===== config.mk =====
export PLATFORM = sky130hd
export DESIGN_NAME = scoreboard_ctrl
export DESIGN_NICKNAME = d
export VERILOG_FILES = /design/src/rtl/scoreboard_ctrl.sv
export SDC_FILE = /design/constraint.sdc
export NUM_CORES = 1
export LEC_CHECK = 0
export BUFFER_PORTS_ARGS = -buffer_cell sky130_fd_sc_hd__buf_2
export CAP_MARGIN = 20
export CORE_MARGIN = 5
export CORE_UTILIZATION = 31
export DETAILED_ROUTE_END_ITERATION = 8
export GPL_TIMING_DRIVEN = 0
export HOLD_SLACK_MARGIN = 0.05
export PLACE_DENSITY = 0.45
export SETUP_SLACK_MARGIN = 0.05
export SYNTH_ARGS = -nofsm -noshare
export SYNTH_HDL_FRONTEND = slang
export SYNTH_SLANG_ARGS = --single-unit

===== constraint.sdc =====
create_clock -name clk_i -period 4.1 [get_ports clk_i]
set_input_delay 1.23 -clock clk_i [delete_from_list [all_inputs] [get_ports clk_i]]
set_output_delay 1.23 -clock clk_i [all_outputs]
set_load 0.01 [all_outputs]

===== src/rtl/scoreboard_ctrl.sv =====
// Two-team score controller: four async buttons are synchronized,
// edge-detected, queued and round-robin arbitrated into one saturating
// score update unit.
//
// Ports:
//   clk_i, rst_n_i                 clock, async active-low reset
//   a_up_i, a_dn_i, b_up_i, b_dn_i raw asynchronous buttons
//   clear_i                        sync clear of scores and queue
//   score_a_o, score_b_o           registered scores, 0..MAX
//   upd_valid_o, upd_src_o, sat_o  per-grant update report
module scoreboard_ctrl #(
    parameter int BW  = 7,
    parameter int MAX = 99
) (
    input  logic          clk_i,
    input  logic          rst_n_i,
    input  logic          a_up_i,
    input  logic          a_dn_i,
    input  logic          b_up_i,
    input  logic          b_dn_i,
    input  logic          clear_i,
    output logic [BW-1:0] score_a_o,
    output logic [BW-1:0] score_b_o,
    output logic          upd_valid_o,
    output logic [1:0]    upd_src_o,
    output logic          sat_o
);

    localparam logic [BW-1:0] MAX_V = BW'(MAX);

    logic [3:0]    raw;
    logic [3:0]    s1;
    logic [3:0]    s2;
    logic [3:0]    hist;
    logic [3:0]    edge_w;
    logic [3:0]    pending;
    logic [3:0]    pending_nxt;
    logic [3:0]    gnt_mask;
    logic [1:0]    ptr;
    logic [1:0]    cand;
    logic [1:0]    gnt_idx;
    logic          gnt_v;
    logic [BW-1:0] cur;
    logic [BW-1:0] nxt_score;
    logic          sat_c;

    // Bit order matches upd_src_o encoding.
    assign raw = {b_dn_i, b_up_i, a_dn_i, a_up_i};

    // Front end keeps running through clear_i.
    always_ff @(posedge clk_i or negedge rst_n_i) begin
        if (!rst_n_i) begin
            s1   <= '0;
            s2   <= '0;
            hist <= '0;
        end else begin
            s1   <= raw;
            s2   <= s1;
            hist <= s2;
        end
    end

    assign edge_w = s2 & ~hist;

    // Scan offsets high to low so the nearest set bit from ptr wins.
    always_comb begin
        gnt_v   = 1'b0;
        gnt_idx = ptr;
        cand    = ptr;
        for (int i = 3; i >= 0; i--) begin
            cand = ptr + 2'(i);
            if (pending[cand]) begin
                gnt_v   = 1'b1;
                gnt_idx = cand;
            end
        end
    end

    always_comb begin
        cur       = gnt_idx[1] ? score_b_o : score_a_o;
        nxt_score = cur;
        sat_c     = 1'b0;
        if (gnt_idx[0]) begin
            if (cur == '0) sat_c = 1'b1;
            else           nxt_score = cur - 1'b1;
        end else begin
            if (cur >= MAX_V) sat_c = 1'b1;
            else              nxt_score = cur + 1'b1;
        end
    end

    // A new edge re-sets a bit cleared by its own grant.
    assign gnt_mask    = gnt_v ? (4'b0001 << gnt_idx) : 4'b0000;
    assign pending_nxt = (pending & ~gnt_mask) | edge_w;

    always_ff @(posedge clk_i or negedge rst_n_i) begin
        if (!rst_n_i) begin
            pending     <= '0;
            ptr         <= '0;
            score_a_o   <= '0;
            score_b_o   <= '0;
            upd_valid_o <= 1'b0;
            upd_src_o   <= '0;
            sat_o       <= 1'b0;
        end else if (clear_i) begin
            pending     <= '0;
            ptr         <= '0;
            score_a_o   <= '0;
            score_b_o   <= '0;
            upd_valid_o <= 1'b0;
            sat_o       <= 1'b0;
        end else begin
            pending     <= pending_nxt;
            upd_valid_o <= gnt_v;
            sat_o       <= gnt_v & sat_c;
            if (gnt_v) begin
                ptr       <= gnt_idx + 2'd1;
                upd_src_o <= gnt_idx;
                if (gnt_idx[1]) score_b_o <= nxt_score;
                else            score_a_o <= nxt_score;
            end
        end
    end

endmodule


Yosys cells after proc, flatten, opt, wreduce, memory -nomap -nowiden
Cells that the tools add are included.
{ "op_classes": {"n_mux": 35, "n_reduce_logical": 6, "n_bitwise": 7, "eq_ne": 1, "n_shift": 1, "add_sub_neg": 6, "n_lt_le_gt_ge": 5} }
{ "op_table": {"columns": ["op", "count"], "rows": [
  ["2-to-1 mux 7 bit", 10],
  ["2-to-1 mux 1 bit", 13],
  ["< comparator 2 x 3 -> 1 bit, second input constant", 4],
  ["2-to-1 mux 2 bit", 6],
  ["AND 4 bit", 2],
  ["binary-select mux 1 bit (select 2 bit)", 4],
  ["2-to-1 mux 4 bit", 2],
  ["inverter 4 bit", 2],
  ["adder 7 x 1 -> 7 bit, second input constant", 1],
  ["greater-or-equal comparator 7 bit, second input constant", 1],
  ["zero test 7 bit", 1],
  ["subtractor 7 x 1 -> 7 bit, second input constant", 1],
  ["AND reduction 2 bit", 3],
  ["adder 2 x 1 -> 2 bit, second input constant", 2],
  ["adder 2 bit, second input constant", 2],
  ["OR 4 bit", 1],
  ["nonzero test 2 bit", 2],
  ["<< shifter 1 x 2 -> 4 bit, first input constant", 1],
  ["!= test 2 bit, second input constant", 1],
  ["AND 1 bit", 1],
  ["inverter 1 bit", 1]
]} }
{ "totals": {"wordCells": 71, "register_bits": 36, "inputBits": 7, "output_inout_bits": 18} }

Logic depth before layout (Yosys ltp)
Gate-level depths: netlist of run 1.
{ "logic_depth": {"depth_word": 14, "mapped_depth": 15, "mapped_depth_nobuf": 13} }

Least setup slack after synthesis of run 1
No wires, ideal clock.
{ "synth_timing": {"path_type": "register to register", "startpoint": "register pending[2]", "endpoint": "register score_a_o[5]", "n_path_buf": 1, "setup_slack_ps": 972, "synth_period_minus_slack_ps": 3128, "path_stages_with_launch": 15, "arrival_ps": 3003, "setup_time_ps": 125, "required_ps": 3975, "cell_sequence": "dfrtp_1 nor2b_2 a2111oi_4 nor2_4 inv_8 buf_2 mux2i_1 inv_1 ha_1 a21oi_1 a21oi_1 mux2_4 a2111oi_2 nor3_1 mux2_2"} }
{ "synth_via": {"elab_chain_cells": 13, "elab_cells_between_ends": 30, "classes_between": "add/sub: 2; order compare: 1; eq/ne: 1; mux: 23; reduce/logical: 3"} }
{ "synth_lines": {"columns": ["element", "line_no", "rtl"], "rows": [
  ["start: declaration", "36", "logic [3:0] pending;"],
  ["start signal: assignment", "113", "pending <= pending_nxt;"],
  ["binary-select mux 1 bit (select 2 bit)", "72", "if (pending[cand]) begin"],
  ["2-to-1 mux 1 bit (not written as such)", "72", null],
  ["2-to-1 mux 2 bit (4 in series)", "72", null],
  ["2-to-1 mux 7 bit", "80", "cur = gnt_idx[1] ? score_b_o : score_a_o;"],
  ["adder 7 x 1 -> 7 bit, or another cell as far along", "88", "else nxt_score = cur + 1'b1;"],
  ["2-to-1 mux 7 bit, on equally long branches", "87, 84", null],
  ["2-to-1 mux 7 bit", "83", "if (gnt_idx[0]) begin"],
  ["2-to-1 mux 7 bit", "119", "if (gnt_idx[1]) score_b_o <= nxt_score;"],
  ["2-to-1 mux 7 bit", "116", "if (gnt_v) begin"],
  ["2-to-1 mux 7 bit", "105", "end else if (clear_i) begin"],
  ["end signal: assignment", "120", "else score_a_o <= nxt_score;"],
  ["end: declaration", "22", "output logic [BW-1:0] score_a_o,"]
]} }
Parallel ways exist; a longest one is shown, timed or not. The select of a mux whose other input is x is not followed.
A chain may end at the register's enable or synchronous reset.

Worst setup path after layout of run 1
{ "layout_timing": {"startpoint": "register pending[2]", "endpoint": "register score_b_o[2]"} }
{ "layout_via": {"elab_chain_cells": 13, "elab_cells_between_ends": 30, "classes_between": "add/sub: 2; order compare: 1; mux: 23; reduce/logical: 4"} }
{ "layout_lines": {"columns": ["element", "line_no", "rtl"], "rows": [
  ["binary-select mux 1 bit (select 2 bit)", "72", null],
  ["2-to-1 mux 1 bit (not written as such)", "72", null],
  ["2-to-1 mux 2 bit (4 in series)", "72", null],
  ["2-to-1 mux 7 bit", "80", null],
  ["adder 7 x 1 -> 7 bit, or another cell as far along", "88", null],
  ["2-to-1 mux 7 bit, on equally long branches", "87, 84", null],
  ["2-to-1 mux 7 bit", "83", null],
  ["2-to-1 mux 7 bit", "119", null],
  ["2-to-1 mux 7 bit", "116", null],
  ["2-to-1 mux 7 bit", "105", null],
  ["end signal: assignment", "119", null],
  ["end: declaration", "23", "output logic [BW-1:0] score_b_o,"]
]} }
Parallel ways exist; a longest one is shown, timed or not. The select of a mux whose other input is x is not followed.

==> results of run 1 <==
## power breakdown
group	internal (mW)	switching, mW
logic	0.395	0.566
clock network	0.122	0.141
registers	0.431	0.0767
total	0.948	0.783
## synth_stat cells, drive strengths merged (3+ instances only)
cell     number  area (um2)
ha            6       75.07
a2111oi       3       57.56
nor3         11       55.05
a21oi        16       91.34
and3          3       18.77
dfrtp        36       900.9
clkbuf        7       26.28
nor2b         5       33.78
o32ai         3       26.28
a31oi         3       18.77
and2          3       18.77
nand4         4       25.02
o21ai         8       40.03
inv          11       56.30
mux2i        10       100.1
nand2b        8       50.05
mux2          8       93.83
nor2         26       107.6
buf          10       62.55
nand3         5       25.02
or2           3       18.77
a211o         3       26.28
a211oi        5       37.54
nand2        11       41.29
o22ai         4       25.02
## worst max-delay path: stages (launching register included)
cell and delay [ns]:
dfrtp_1 0.44, nor2b_2 0.21, a2111oi_4 0.54, nor2_4 0.17, inv_8 0.12, buf_2 0.28
mux2i_1 0.14, inv_1 0.08, ha_1 0.24, inv_1 0.08, a31o_2 0.23, o31a_1 0.37
a211o_1 0.29, a211o_1 0.26, o211ai_1 0.08
## routing by layer
layer	up-vias	part of all wire	track usage
met3	6	0.048	0.02086
met4	0	0.011	0.03888
met1	954	0.48	0.2014
li1	963	-	-
met5	-	0	0
met2	53	0.46	0.2240
## cell type report
| type | count | share of cell area |
|---|---|---|
| multi-input combinational | 182 | 0.4826 |
| sequential | 36 | 0.3390 |
| tap | 99 | 0.04661 |
| timing repair buffer | 24 | 0.04520 |
| buffer | 17 | 0.03343 |
| clock buffer | 7 | 0.02872 |
| inverter | 11 | 0.02119 |
| clock inverter | 1 | 0.003296 |
## worst max-delay path by stage
stage,slack (ns),to,startpoint
4_1_cts,0.48,score_b_o[2],pending[2]
3_5_place_dp,0.51,score_b_o[2],pending[2]
5_1_grt,0.22,score_b_o[2],pending[2]
3_3_place_gp,0.44,score_a_o[2],pending[2]
2_1_floorplan,0.97,score_a_o[5],pending[2]
6_report,0.48,score_b_o[2],pending[2]
## cell usage in the layout, fill, tap and decap left out, drive strengths merged, types with 4 or more instances in the layout
cell / synthesis / final
mux2i: 10 / 10
clkbuf: 7 / 14
dfrtp: 36 / 36
nor2: 26 / 26
buf: 10 / 34
a211oi: 5 / 5
ha: 6 / 6
inv: 11 / 11
nand2b: 8 / 8
nor3: 11 / 11
nand4: 4 / 4
nand3: 5 / 5
nor2b: 5 / 5
a21oi: 16 / 16
o21ai: 8 / 8
o22ai: 4 / 4
mux2: 8 / 8
nand2: 11 / 11
## state kept, by name (all words and copies together) (netlist names)
signal / flops
pending: 4
score_a_o: 7
upd_src_o: 2
s2: 4
score_b_o: 7
hist: 4
upd_valid_o: 1
s1: 4
ptr: 2
sat_o: 1
## cells by family (layout without fill, tap and decap cells)
logic type	after synthesis	after routing
flops	36	36
xor+xnor	4	4
compound gates	65	65
simple gates	89	89
buf+inv	28	60
mux	18	18
fa+ha+maj	6	6
==> results.cfg, run 1 <==
[placed_design]
gp_congestion = 0.8874
pre_cts_slack_ns = 0.5079
portBuffers = 24
placed_cells = 369
placed_area_um2 = 2572
post-dp-hpwl_mm = 4.594

[synthesis]
netlist_area_um2 = 2328
postSynthAreaPerCell_um2 = 9.465
synthAdderAreaFrac = 0.03224
synth_xor_area_frac = 0.01505
yosysWarnings = 0
synth-simple-area-share = 0.2042
ys_seq_area_frac = 0.3869
synthCells = 246
synth-edff-count = 0
async_flop_share = 1.000
synth_top_family_by_area = compound AO/OA/AOI/OAI gates
syn_nets = 259
ys.flop_type = dfrtp_1
synth_seq_cells = 36
synth.distinct_cells = 64
synth_compound_area_frac = 0.2160
synthMuxAreaShare = 0.08329

[setup_path]
reg2reg_slack_ns = 0.48
arrival_ns = 3.83
end_kind = flop
crit_required_ns = 4.31
cp_max_fo = 11
timing_worst_setup_path_type = reg -> reg
worstSetupStartpointType = flop
timing.rr.start = pending[2]
reg2reg_to = score_b_o[2]
reg2reg_depth = 14

[power_and_ir_drop]
power_density_nw_per_um2 = 651.3
report.power.total_mw = 1.731
leakagePower_nw = 1.182
ir_drop_mv = 0.2111

[final_layout]
finish.instance_area_um2 = 2658
drive_gt1_frac = 0.2266
utilization = 0.3644
area_growth_pct = 14.13
antenna-diode-count = 0
multiInputGateArea_um2 = 1282
num-fill-cells = 788
regArea_um2 = 900.9
stdcell_count = 377
final_nets = 290

[global_routing]
grt-ovfl-total = 0
grt_antenna_before_repair = 0
grt.total_usage = 0.1418
grt_max_degree = 37
grt_pass1_wl_mm = 10.78
grt_pass1_vias = 2008

[sta]
tns_ns = 0
timing.fmax_ghz = 0.2766
rsz0062_at_grt = no
finalSetupViolCount = 0
worst_slack_ns = 0.4841
period_minus_slack_ns = 3.616
finalCritPeriodShare = 0.8819
final-max-slew-violation-count = 0
worstMarginPinSlew_ns = 0.8622
finalClockSkew_ns = 0.01034
hold_viol_final = 0
slew_headroom = 0.4252
hold-worst-slack_ns = 0.3500

[clock_tree]
clk_path_buf_depth = 2
insertion_delay_ns = 0.30
cts_made_buffers = 5
cts.clk_slew.worst_paths_ns = 0.07
holdBufCountCts = 0
cts_resized = 0
htreeDepth = 2
post-cts-setup-buffers = 0
cts_root_buf = clkbuf_8
clock-sinks = 36
cts_tree = done

[drt]
route.detailed.drc = 0
wl_mm = 6.356
vias = 1976
viasPerCell = 5.241
drt_pass1_iterations = 5
initialDrtViolationCount = 151
avgRoutedWirePerCell_um = 16.86
drt.antenna.violating_nets = 0

[die]
pin_count = 25
die_h_um = 96.67
row_count = 31
dieArea_um2 = 9344
initial_core_util = 0.3193
fp.dieW_um = 96.67
core_area_um2 = 7292

[min_path]
worstHoldStart = s1[1]
min_to = s2[1]
whs_path_depth = 0
hp-class = reg -> reg

[flow_run]
maxCapViolations = 0

[status]
run_status = finished, final reports clean
(Power assumes the default switching activity.)
==> inputs of run 2 (changes only) <==
--- a/config.mk
+++ b/config.mk
@@ -5,6 +5,7 @@
 export SDC_FILE = /design/constraint.sdc
 export NUM_CORES = 1
 export LEC_CHECK = 0
+export ABC_AREA = 1
 export BUFFER_PORTS_ARGS = -buffer_cell sky130_fd_sc_hd__buf_2
 export CAP_MARGIN = 20
 export CORE_MARGIN = 5
==> results.cfg, run 2 <==
[status]
run_status = finished, final reports clean

[drt]
drt_pass1_iterations = 4
wl_mm = 5.389
viasPerCell = 4.572
vias = 1911
drt.antenna.violating_nets = 0
route.detailed.drc = 0
avgRoutedWirePerCell_um = 12.89
initialDrtViolationCount = 69

[global_routing]
grt_antenna_before_repair = 0
grt_max_degree = 37
grt_pass1_vias = 1894
grt-ovfl-total = 0
grt.total_usage = 0.1356
grt_pass1_wl_mm = 9.363

[final_layout]
area_growth_pct = 15.11
utilization = 0.3670
antenna-diode-count = 0
reg.largest.list = score_a_o x7, score_b_o x7
drive_gt1_frac = 0.2422
final_common_cell = nand2_1
final_nets = 334
num-fill-cells = 762
layout_common_cells = 103 x nand2_1, 36 x dfrtp_1, 28 x nand3_1, 24 x nand2_2, 24 x inv_1
finish.instance_area_um2 = 2507

[power_and_ir_drop]
p_sw_frac = 0.5162
ir_drop_mv = 0.3209
pwr-share-clk = 0.131
leakagePower_nw = 1.308
pwr-share-seq = 0.239
power_density_nw_per_um2 = 826.7
pwr-share-comb = 0.631
p_int_mw = 1.003
switchingPower_mw = 1.070

[sta]
period_minus_slack_ns = 2.557
slew_headroom = 0.4662
rsz0062_at_grt = no
timing.fmax_ghz = 0.3911
worstMarginPinSlew_ns = 0.8007
tns_ns = 0
finalSetupViolCount = 0
final-max-slew-violation-count = 0
finalCritPeriodShare = 0.6236
worst_slack_ns = 1.543
hold_viol_final = 0
finalClockSkew_ns = 0.01697

[setup_path]
timing_worst_setup_path_type = in -> reg
crit_required_ns = 4.27
reg2reg_slack_ns = 1.62
worstSetupStartpoint = clear_i
arrival_ns = 2.73
worstSetupStartpointType = input pin
timing.rr.start = ptr[0]
cp_max_fo = 9
end_kind = flop

[clock_tree]
htreeDepth = 2
cts_root_buf = clkbuf_8
cts_made_buffers = 5
insertion_delay_ns = 0.30
cts_resized = 0
clock-sinks = 36
holdBufCountCts = 0
cts_tree = done
clk_path_buf_depth = 2
cts.clk_slew.worst_paths_ns = 0.07
post-cts-setup-buffers = 0

[synthesis]
ys_seq_area_frac = 0.4136
ys_top_cells_by_count = 103 x nand2_1, 36 x dfrtp_1, 28 x nand3_1, 24 x inv_1, 24 x nand2_2
postSynthAreaPerCell_um2 = 7.486
synth_seq_cells = 36
synth_top_area_cell = dfrtp_1
yosysWarnings = 0
ys.flop_type = dfrtp_1
yosys-top-cells-area = dfrtp_1 41%, nand2_1 18%, nand2_2 6.9%
netlist_area_um2 = 2178
synthCells = 291
syn_nets = 304
synth.distinct_cells = 27
async_flop_share = 1.000
synth-edff-count = 0
yosysMostFrequentCell = nand2_1
synth_top_cell_area_share = 0.4136

[placed_design]
pre_cts_slack_ns = 1.204
portBuffers = 23
post-dp-hpwl_mm = 3.977
placed_area_um2 = 2414
gp_congestion = 0.8177

[min_path]
worstHoldStart = s1[3]
hp-class = reg -> reg

[die]
core_area_um2 = 6832
dieArea_um2 = 8803
initial_core_util = 0.3189
die_h_um = 93.83
fp.dieW_um = 93.83
row_count = 30
pin_count = 25

[flow_run]
maxCapViolations = 0
==> run 2: final cells by class <==
cell class	count	area, um2	share of cell area
repair buffers	23	115.1	0.04591
clock inverters	1	7.507	0.002994
multi-input cells	217	1100	0.4386
flip-flops and latches	36	900.9	0.3593
clock buffers	7	86.33	0.03443
plain buffers	6	52.55	0.02096
inverters	32	125.1	0.04990
well taps	96	120.1	0.04790
==> run 2: cell families (layout without fill, tap and decap cells) <==
kind of cell	count (synthesis)	count (layout)	synth area share
and+or+nand+nor	191	191	0.4170
DFF	36	36	0.4136
buffers and inverters	38	69	0.08156
adders and majority gates	6	6	0.03446
AOI/OAI and AO/OA	20	20	0.05342
==> run 2: power groups by stage <==
| stage | sequential, mW | combinational [mW] | clock, mW |
|---|---|---|---|
| floorplan | 0.521 | 0.971 | 0 |
| global placement | 0.502 | 1.32 | 0 |
| detailed placement | 0.504 | 1.33 | 0 |
| CTS | 0.497 | 1.33 | 0.283 |
| global route | 0.509 | 1.50 | 0.299 |
| finish | 0.495 | 1.31 | 0.271 |
==> run 2: critical path, cell delays in order <==
cell and delay [ns]:
clkbuf_1 0.23, inv_1 0.24, nand2_1 0.14, o21ai_1 0.45, inv_2 0.22, nand4_1 0.16
nand2_1 0.06
==> run 2: worst paths after layout <==
path / to / depth (start not counted)
setup / recovery: score_b_o[1] / 7
hold / removal: s2[3] / 0
setup reg to reg: score_b_o[1] / 14
hold reg to reg: s2[3] / 0
max in group asynchronous: score_b_o[0] / 1
min in group asynchronous: s2[1] / 1
==> run 2: per-layer routing <==
metal  track usage  routed length, um  vias up
li1              -                  -      987
met1        0.1856               2639      883
met2        0.2182               2502       36
met3       0.02564                178        5
met4       0.03610                 69        0
met5             0                  0        -
==> run 2: stage by stage <==
step | cells | hold WS, ns | total power [mW]
final | 418 | 0.3503 | 2.073
after global routing | 418 | 0.3597 | 2.309
after CTS | 418 | 0.3543 | 2.111
after detailed placement | 410 | 0.3364 | 1.829
after global placement | 410 | 0.3323 | 1.825
after floorplan | 291 | 0.3312 | 1.492
